--- config.mk ---
export PLATFORM = sky130hd
export DESIGN_NAME = truth_table_sweeper_flat
export DESIGN_NICKNAME = d
export VERILOG_FILES = /design/src/rtl/truth_table_sweeper_if.sv /design/src/rtl/truth_table_sweeper.sv /design/src/flat_wrapper.sv
export SDC_FILE = /design/constraint.sdc
export NUM_CORES = 1
export LEC_CHECK = 0
export ABC_AREA = 0
export ABC_CLOCK_PERIOD_IN_PS = 2200
export CAP_MARGIN = 5
export CORE_MARGIN = 2
export CORE_UTILIZATION = 40
export CTS_CLUSTER_DIAMETER = 200
export DETAILED_ROUTE_END_ITERATION = 12
export HOLD_SLACK_MARGIN = 0.06
export SLEW_MARGIN = 20
export SYNTH_ARGS = -nofsm -noshare
export SYNTH_HDL_FRONTEND = slang
export SYNTH_SLANG_ARGS = --single-unit
--- constraint.sdc ---
create_clock -name clk -period 2.2 [get_ports clk]
set_input_delay 0.44 -clock clk [delete_from_list [all_inputs] [get_ports clk]]
set_output_delay 0.44 -clock clk [all_outputs]
set_load 0.02 [all_outputs]
--- src/rtl/truth_table_sweeper_if.sv ---
// rtl/truth_table_sweeper_if.sv - sweeper handshake and DUT-drive bundle
interface truth_table_sweeper_if #(
  parameter int N_IN = 3
);
  localparam int W = 1 << N_IN;

  logic            start;
  logic [W-1:0]    expected;
  logic [N_IN-1:0] dut_in;
  logic            dut_out;
  logic            busy;
  logic            done;
  logic [W-1:0]    truth_table;
  logic            table_valid;
  logic            match;

  modport master (
    output start, expected, dut_out,
    input  dut_in, busy, done, truth_table, table_valid, match
  );

  modport slave (
    input  start, expected, dut_out,
    output dut_in, busy, done, truth_table, table_valid, match
  );
endinterface

--- src/rtl/truth_table_sweeper.sv ---
// rtl/truth_table_sweeper.sv - drives every input vector into a gate and rebuilds its truth-table code
module truth_table_sweeper #(
  parameter int N_IN          = 3,
  parameter int SETTLE_CYCLES = 4,
  parameter int CNT_W         = 8
) (
  input  logic                      clk,
  input  logic                      rst,
  truth_table_sweeper_if.slave      bus
);
  localparam int W = 1 << N_IN;
  localparam logic [CNT_W-1:0] RELOAD = CNT_W'(SETTLE_CYCLES - 1);
  localparam logic [N_IN-1:0]  LAST   = N_IN'(W - 1);

  typedef enum logic [1:0] {IDLE, SETTLE, DONE} state_t;

  state_t          state_q, state_d;
  logic [N_IN-1:0] dut_in_q, dut_in_d;
  logic [CNT_W-1:0] cnt_q, cnt_d;
  logic [W-1:0]    table_q, table_d;
  logic [W-1:0]    exp_q, exp_d;
  logic            busy_q, busy_d;
  logic            done_q, done_d;
  logic            valid_q, valid_d;
  logic            match_q, match_d;

  always_comb begin
    state_d  = state_q;
    dut_in_d = dut_in_q;
    cnt_d    = cnt_q;
    table_d  = table_q;
    exp_d    = exp_q;
    busy_d   = busy_q;
    done_d   = 1'b0;
    valid_d  = valid_q;
    match_d  = match_q;

    unique case (state_q)
      IDLE: begin
        if (bus.start) begin
          state_d  = SETTLE;
          dut_in_d = '0;
          busy_d   = 1'b1;
          valid_d  = 1'b0;
          match_d  = 1'b0;
          table_d  = '0;
          cnt_d    = RELOAD;
          exp_d    = bus.expected;
        end
      end
      SETTLE: begin
        if (cnt_q == '0) begin
          // Inverting the vector gives W-1-v, so vector 0 lands in the MSB.
          table_d[~dut_in_q] = bus.dut_out;
          if (dut_in_q != LAST) begin
            dut_in_d = dut_in_q + 1'b1;
            cnt_d    = RELOAD;
          end else begin
            state_d = DONE;
            done_d  = 1'b1;
            busy_d  = 1'b0;
            valid_d = 1'b1;
            match_d = (table_d == exp_q);
          end
        end else begin
          cnt_d = cnt_q - 1'b1;
        end
      end
      DONE: state_d = IDLE;
      default: state_d = IDLE;
    endcase
  end

  always_ff @(posedge clk or posedge rst) begin
    if (rst) begin
      state_q  <= IDLE;
      dut_in_q <= '0;
      cnt_q    <= '0;
      table_q  <= '0;
      exp_q    <= '0;
      busy_q   <= 1'b0;
      done_q   <= 1'b0;
      valid_q  <= 1'b0;
      match_q  <= 1'b0;
    end else begin
      state_q  <= state_d;
      dut_in_q <= dut_in_d;
      cnt_q    <= cnt_d;
      table_q  <= table_d;
      exp_q    <= exp_d;
      busy_q   <= busy_d;
      done_q   <= done_d;
      valid_q  <= valid_d;
      match_q  <= match_d;
    end
  end

  assign bus.dut_in      = dut_in_q;
  assign bus.busy        = busy_q;
  assign bus.done        = done_q;
  assign bus.truth_table = table_q;
  assign bus.table_valid = valid_q;
  assign bus.match       = match_q;
endmodule
--- src/flat_wrapper.sv ---
// flat-port wrapper written by rule: the top's interface ports become plain ports
module truth_table_sweeper_flat 
#(
  parameter int N_IN          = 3,
  parameter int SETTLE_CYCLES = 4,
  parameter int CNT_W         = 8
)
  (clk, rst, bus_start, bus_expected, bus_dut_out, bus_dut_in, bus_busy, bus_done, bus_truth_table, bus_table_valid, bus_match);
  truth_table_sweeper_if #(.N_IN(N_IN)) bus_i ();
  input  logic clk;
  input  logic rst;
  input wire logic [$bits(bus_i.start)-1:0] bus_start;
  input wire logic [$bits(bus_i.expected)-1:0] bus_expected;
  input wire logic [$bits(bus_i.dut_out)-1:0] bus_dut_out;
  output wire logic [$bits(bus_i.dut_in)-1:0] bus_dut_in;
  output wire logic [$bits(bus_i.busy)-1:0] bus_busy;
  output wire logic [$bits(bus_i.done)-1:0] bus_done;
  output wire logic [$bits(bus_i.truth_table)-1:0] bus_truth_table;
  output wire logic [$bits(bus_i.table_valid)-1:0] bus_table_valid;
  output wire logic [$bits(bus_i.match)-1:0] bus_match;
  assign bus_i.start = bus_start;
  assign bus_i.expected = bus_expected;
  assign bus_i.dut_out = bus_dut_out;
  assign bus_dut_in = bus_i.dut_in;
  assign bus_busy = bus_i.busy;
  assign bus_done = bus_i.done;
  assign bus_truth_table = bus_i.truth_table;
  assign bus_table_valid = bus_i.table_valid;
  assign bus_match = bus_i.match;
  truth_table_sweeper #(.N_IN(N_IN), .SETTLE_CYCLES(SETTLE_CYCLES), .CNT_W(CNT_W)) u_core (.clk(clk), .rst(rst), .bus(bus_i));
endmodule
==> results of run 1 <==
==> per-stage QoR <==
| stage | utilization, % | instances |
|---|---|---|
| after CTS | 51.9 | 278 |
| after global placement | 49.6 | 270 |
| after floorplan | - | 193 |
| after global routing | 52.0 | 278 |
| final | 52.0 | 278 |
| after detailed placement | 49.6 | 270 |
==> cell families (layout without fill, tap and decap cells) <==
family,after synthesis,count (layout),synth area share [%]
and+or+nand+nor,66,66,19.6
AOI/OAI and AO/OA,47,47,16.8
DFF,33,33,44.5
buffers and inverters,23,56,5.74
muxes,11,11,6.41
xor gates and xnor gates,9,9,4.25
adders and majority gates,4,4,2.70
==> worst reg2reg max path: stages, from the launching register on <==
cell      delay (ns)
dfrtp_1         0.40
inv_1           0.09
ha_1            0.16
and4b_1         0.39
nand3b_1        0.14
a21oi_2         0.38
nand2b_1        0.17
o41ai_1         0.07
==> flip-flops by register name, summed over array words and instances, names as in the netlist <==
name                    count
u_core.bus.busy             1
u_core.bus.done             1
u_core.bus.dut_in           3
u_core.bus.match            1
u_core.bus.table_valid      1
u_core.bus.truth_table      8
u_core.cnt_q                8
u_core.exp_q                8
u_core.state_q              2
==> worst max-delay path by stage <==
stage | from | endpoint | slack (ns) | depth (start not counted)
after floorplan | u_core.bus.dut_in[0] | u_core.bus.match | 0.39 | 6
after CTS | u_core.bus.dut_in[0] | bus_dut_in[0] | 0.04 | 2
after detailed placement | bus_dut_out | u_core.bus.match | 0.03 | 6
after global routing | u_core.cnt_q[0] | u_core.bus.dut_in[0] | 0.05 | 7
final | u_core.bus.dut_in[0] | bus_dut_in[0] | 0.16 | 2
after global placement | bus_dut_out | u_core.bus.match | 0.09 | 6
==> power groups by stage <==
| stage | clock network [uW] | registers (uW) | logic, uW |
|---|---|---|---|
| after detailed placement | 0 | 953 | 890 |
| after global routing | 547 | 974 | 1000 |
| final | 492 | 946 | 880 |
| after floorplan | 0 | 956 | 584 |
| after global placement | 0 | 948 | 864 |
| after CTS | 515 | 944 | 889 |
==> Yosys cell counts, drive strengths merged, types with 7 or more instances <==
cell type	count	area share, %
mux2	7	4.3
dfrtp	33	45
inv	13	2.6
nor2	25	5.1
o21ai	19	5.1
nand3	8	2.8
nand2	9	1.8
a21oi	9	2.6
==> routing by layer <==
| metal | track usage (%) | share of wire, % |
|---|---|---|
| met5 | 0 | 0 |
| met4 | 5.45 | 1.0 |
| met1 | 24.8 | 51 |
| met3 | 3.06 | 3.0 |
| met2 | 26.5 | 45 |
==> area by class of cell <==
cell class,instances,area share (%)
Clock inverter,1,0.218
Tap cell,52,2.84
Clock buffer,7,4.20
Sequential cell,33,36.1
Timing Repair Buffer,35,14.3
Multi-Input combinational cell,137,40.2
Inverter,13,2.13
==> run summary, run 1 <==
Core Region - 4410 um^2
1st-pass router iterations - 4
Clk_skew - 0.00153 ns
Rel. slew slack - 55.4%
Worst path max stage delay - 0.62 ns
Cell-by-cell trace of the critical path - buf_4, clkdlybuf4s50_1
Seq/Total Area, Yosys - 44.5%
H-tree depth - 2
DRC violations left - 0
Starting Density - 42.0%
R2R Setup Slk - 0.26 ns
Input/output buffers - 26
Antenna Nets Post-Route - 0
CTS tree - done
Ys Warns - 0
Vias - 1492
Ports - 27
Max-Cap Viols - 0
Clk buf depth - 2
Clk sinks - 33
EDFF count, synth - 0
Setup WS pre-CTS - 0.0307 ns
Antenna violations before repair - 0
Area of the multi-input gates - 922 um^2
Final nets - 241
Final period util - 92.5%
Clock Power Share - 21.2%
Critical Path End Type - output pin
Overall Power - 2320 uW
CTS clock-pin slew for the worst setup and hold paths - 0.06 ns
CP Buf/Inv Count - 2
Hold buffers post-CTS - 0
TNS Setup - 0 ns
Share of cells above drive strength 1 - 14.2%
Post-cts resize count - 0
Setup-failing EPs final - 0
Distinct cell type count after synthesis - 41
Total gr overflow - 0
Startpoint Class - flip-flop
Combinational Power Share - 38.0%
Vias per cell - 5.37
Syn Inst Count - 193
Most common cell after layout, fill and taps aside - dfrtp_1
Clk_lat worst skew - 0.28 ns
Diode count - 0
Root buffer cell - clkbuf_8
Critical Path RT - 1.76 ns
Rows - 24
Drt total wl - 4020 um
Final Hold Vio Count - 0
Internal power - 1470 uW
CTS buffer count - 5
Die W - 72.1 um
Reg-to-Reg Start - u_core.cnt_q[0]
CP top delay family - buffers and inverters
Fin crit period - 2.04 ns
Synth Register Bits - 33
Fmax - 491 MHz
Worst-path maximum fanout - 12
Post-route cell area - 2290 um^2
Die ar. - 5200 um^2
Switching pwr - 848 uW
Arrival @ worst endpoint - 1.60 ns
Initial DRC Count - 69
Worst r2r dst - u_core.bus.dut_in[0]
GP Congestion - 0.870
Hold Path Stages - 1
Register area - 828 um^2
Final Max Slew Viols - 0
Least-Margin Pin Slew - 0.669 ns
Syn Std Cell Area - 1850 um^2
Worst-case hold slack - 0.481 ns
Post-synth ARST share - 100%
Placed instance area - 2190 um^2
Final WS setup - 0.165 ns
Area grow syn2layout - 23.7%
Largest net degree at the start of global routing - 34
Global-route usage over all layers - 17.2%
Global-route wire length before repair - 7070 um
Syn nets - 209
Worst R2R Path Depth - 7
Pwr Density - 1010 nW/um^2
Avg WL per Cell - 14.4 um
Syn_area_per_cell - 9.61 um^2
RSZ-0062 raised after global routing - false
HP Start - u_core.cnt_q[7]
Vias in the first global route - 1490
Fill cells - 418
Main flop type after synthesis - dfrtp_1
Hold worst-path end - u_core.cnt_q[7]
Maximum vdd drop - 532 uV
DP HPWL - 3010 um
Reg power frac - 40.8%
CP max stage cell - clkdlybuf4s50_1
Status - finished clean
Most frequent cells in the layout - 31 x dfrtp_1, 26 x clkdlybuf4s50_1, 25 x nor2_1
Die Y - 72.1 um
Pleak - 0.000981 uW
Worst min path class - reg2reg
Postcts setup bufs - 0
CP Class - reg2out
Net Sw Frac - 36.6%
No activity file was read; power rests on OpenSTA's default activity.
==> run 2: changes to the inputs <==
--- a/config.mk
+++ b/config.mk
@@ -7,12 +7,13 @@
 export LEC_CHECK = 0
 export ABC_AREA = 0
 export ABC_CLOCK_PERIOD_IN_PS = 2200
-export CAP_MARGIN = 5
+export CAP_MARGIN = 10
 export CORE_MARGIN = 2
 export CORE_UTILIZATION = 40
 export CTS_CLUSTER_DIAMETER = 200
 export DETAILED_ROUTE_END_ITERATION = 12
 export HOLD_SLACK_MARGIN = 0.06
+export PLACE_DENSITY_LB_ADDON = 0.15
 export SLEW_MARGIN = 20
 export SYNTH_ARGS = -nofsm -noshare
 export SYNTH_HDL_FRONTEND = slang
==> run summary, run 2 (same netlist as run 1, synthesis figures left out) <==
Status - finished clean (unchanged)
DRC violations left - 0 (unchanged)
Max-Cap Viols - 0 (unchanged)
Initial DRC Count - 64 (was 69)
Starting Density - 42.0% (unchanged)
Vias - 1539 (was 1492)
H-tree depth - 2 (unchanged)
Clk_lat worst skew - 0.28 ns (about the same)
Arrival @ worst endpoint - 1.61 ns (was 1.60 ns)
GP Congestion - 0.888 (was 0.870)
TNS Setup - 0 ns (unchanged)
Rows - 24 (unchanged)
Critical Path RT - 1.76 ns (about the same)
Postcts setup bufs - 0 (unchanged)
Final Max Slew Viols - 0 (unchanged)
Global-route usage over all layers - 18.5% (was 17.2%)
CTS buffer count - 5 (unchanged)
Final nets - 241 (unchanged)
Pwr Density - 1010 nW/um^2 (about the same)
Final Hold Vio Count - 0 (unchanged)
Final WS setup - 0.150 ns (was 0.165 ns)
Critical Path End Type - output pin (unchanged)
Clk buf depth - 2 (unchanged)
Largest net degree at the start of global routing - 34 (unchanged)
Drt total wl - 4210 um (was 4020 um)
Clk_skew - 0.00794 ns (was 0.00153 ns)
Global-route wire length before repair - 7400 um (was 7070 um)
CTS tree - done (unchanged)
Core Region - 4410 um^2 (unchanged)
Fin crit period - 2.05 ns (was 2.04 ns)
Worst-path maximum fanout - 13 (was 12)
Post-cts resize count - 1 (was 0)
Hold buffers post-CTS - 0 (unchanged)
Least-Margin Pin Slew - 0.727 ns (was 0.669 ns)
Input/output buffers - 26 (unchanged)
CTS clock-pin slew for the worst setup and hold paths - 0.07 ns (was 0.06 ns)
Clk sinks - 33 (unchanged)
Vias per cell - 5.54 (was 5.37)
Avg WL per Cell - 15.1 um (was 14.4 um)
Diode count - 0 (unchanged)
Vias in the first global route - 1565 (was 1490)
Overall Power - 2300 uW (was 2320 uW)
Startpoint Class - flip-flop (unchanged)
Share of cells above drive strength 1 - 13.7% (was 14.2%)
RSZ-0062 raised after global routing - false (unchanged)
Most frequent cells in the layout - 31 x dfrtp_1, 26 x clkdlybuf4s50_1, 25 x nor2_1 (unchanged)
Pleak - 0.000972 uW (was 0.000981 uW)
Maximum vdd drop - 399 uV (was 532 uV)
DP HPWL - 3010 um (about the same)
Die W - 72.1 um (unchanged)
Fmax - 488 MHz (was 491 MHz)
Rel. slew slack - 51.5% (was 55.4%)
Worst min path class - reg2reg (unchanged)
Area grow syn2layout - 22.7% (was 23.7%)
Most common cell after layout, fill and taps aside - dfrtp_1 (unchanged)
Total gr overflow - 0 (unchanged)
Cell-by-cell trace of the critical path - buf_4, clkdlybuf4s50_1 (unchanged)
Setup WS pre-CTS - 0.0711 ns (was 0.0307 ns)
Die ar. - 5200 um^2 (unchanged)
Ports - 27 (unchanged)
Setup-failing EPs final - 0 (unchanged)
Final period util - 93.2% (was 92.5%)
CP Class - reg2out (unchanged)
1st-pass router iterations - 5 (was 4)
Worst path max stage delay - 0.61 ns (was 0.62 ns)
Antenna Nets Post-Route - 0 (unchanged)
Die Y - 72.1 um (unchanged)
Root buffer cell - clkbuf_8 (unchanged)
CP max stage cell - clkdlybuf4s50_1 (unchanged)
Antenna violations before repair - 0 (unchanged)
==> run 2: through the flow <==
| step | instance area (um^2) | hold slack, ns | utilization, % | std cells |
|---|---|---|---|---|
| 2_1_floorplan | 1850 | 0.447 | - | 193 |
| 3_3_place_gp | 2190 | 0.465 | 49.6 | 270 |
| 3_5_place_dp | 2190 | 0.480 | 49.6 | 270 |
| 4_1_cts | 2270 | 0.489 | 51.5 | 278 |
| 5_1_grt | 2270 | 0.513 | 51.5 | 278 |
| 6_report | 2270 | 0.491 | 51.5 | 278 |
==> run 2: cell type report <==
type	count	area [um^2]
fill	418	2140
multi-input combinational	137	922
sequential	33	828
timing repair buffer	35	328
clock buffer	6	72.6
tap	52	65.1
inverter	13	48.8
clock inverter	2	10.0
==> run 2: final timing paths <==
kind | from | end | slack, ns | depth (start not counted)
hold reg to reg | u_core.cnt_q[7] | u_core.cnt_q[7] | 0.49 | 1
setup / recovery | u_core.bus.dut_in[0] | bus_dut_in[0] | 0.15 | 2
hold / removal | u_core.cnt_q[7] | u_core.cnt_q[7] | 0.49 | 1
min in group asynchronous | rst | u_core.exp_q[6] | 0.55 | 3
setup reg to reg | u_core.cnt_q[4] | u_core.bus.dut_in[0] | 0.17 | 6
max in group asynchronous | rst | u_core.bus.dut_in[0] | 1.32 | 3
==> run 2: power by group <==
| part | internal [uW] | switching (uW) |
|---|---|---|
| clock network | 219 | 217 |
| logic | 438 | 460 |
| registers | 762 | 201 |
==> run 2: per-layer routing <==
layer	global-route usage, %	wire, um	up-vias
met4	8.18	59	0
met5	0	0	-
met1	25.0	1980	741
li1	-	-	746
met2	27.9	1920	46
met3	4.72	245	6
==> run 2: worst max-delay path, delay by kind of cell (launching register included) <==
family	cells	cell delay [ns]
flip-flops	1	0.51
buffers and inverters	2	0.82
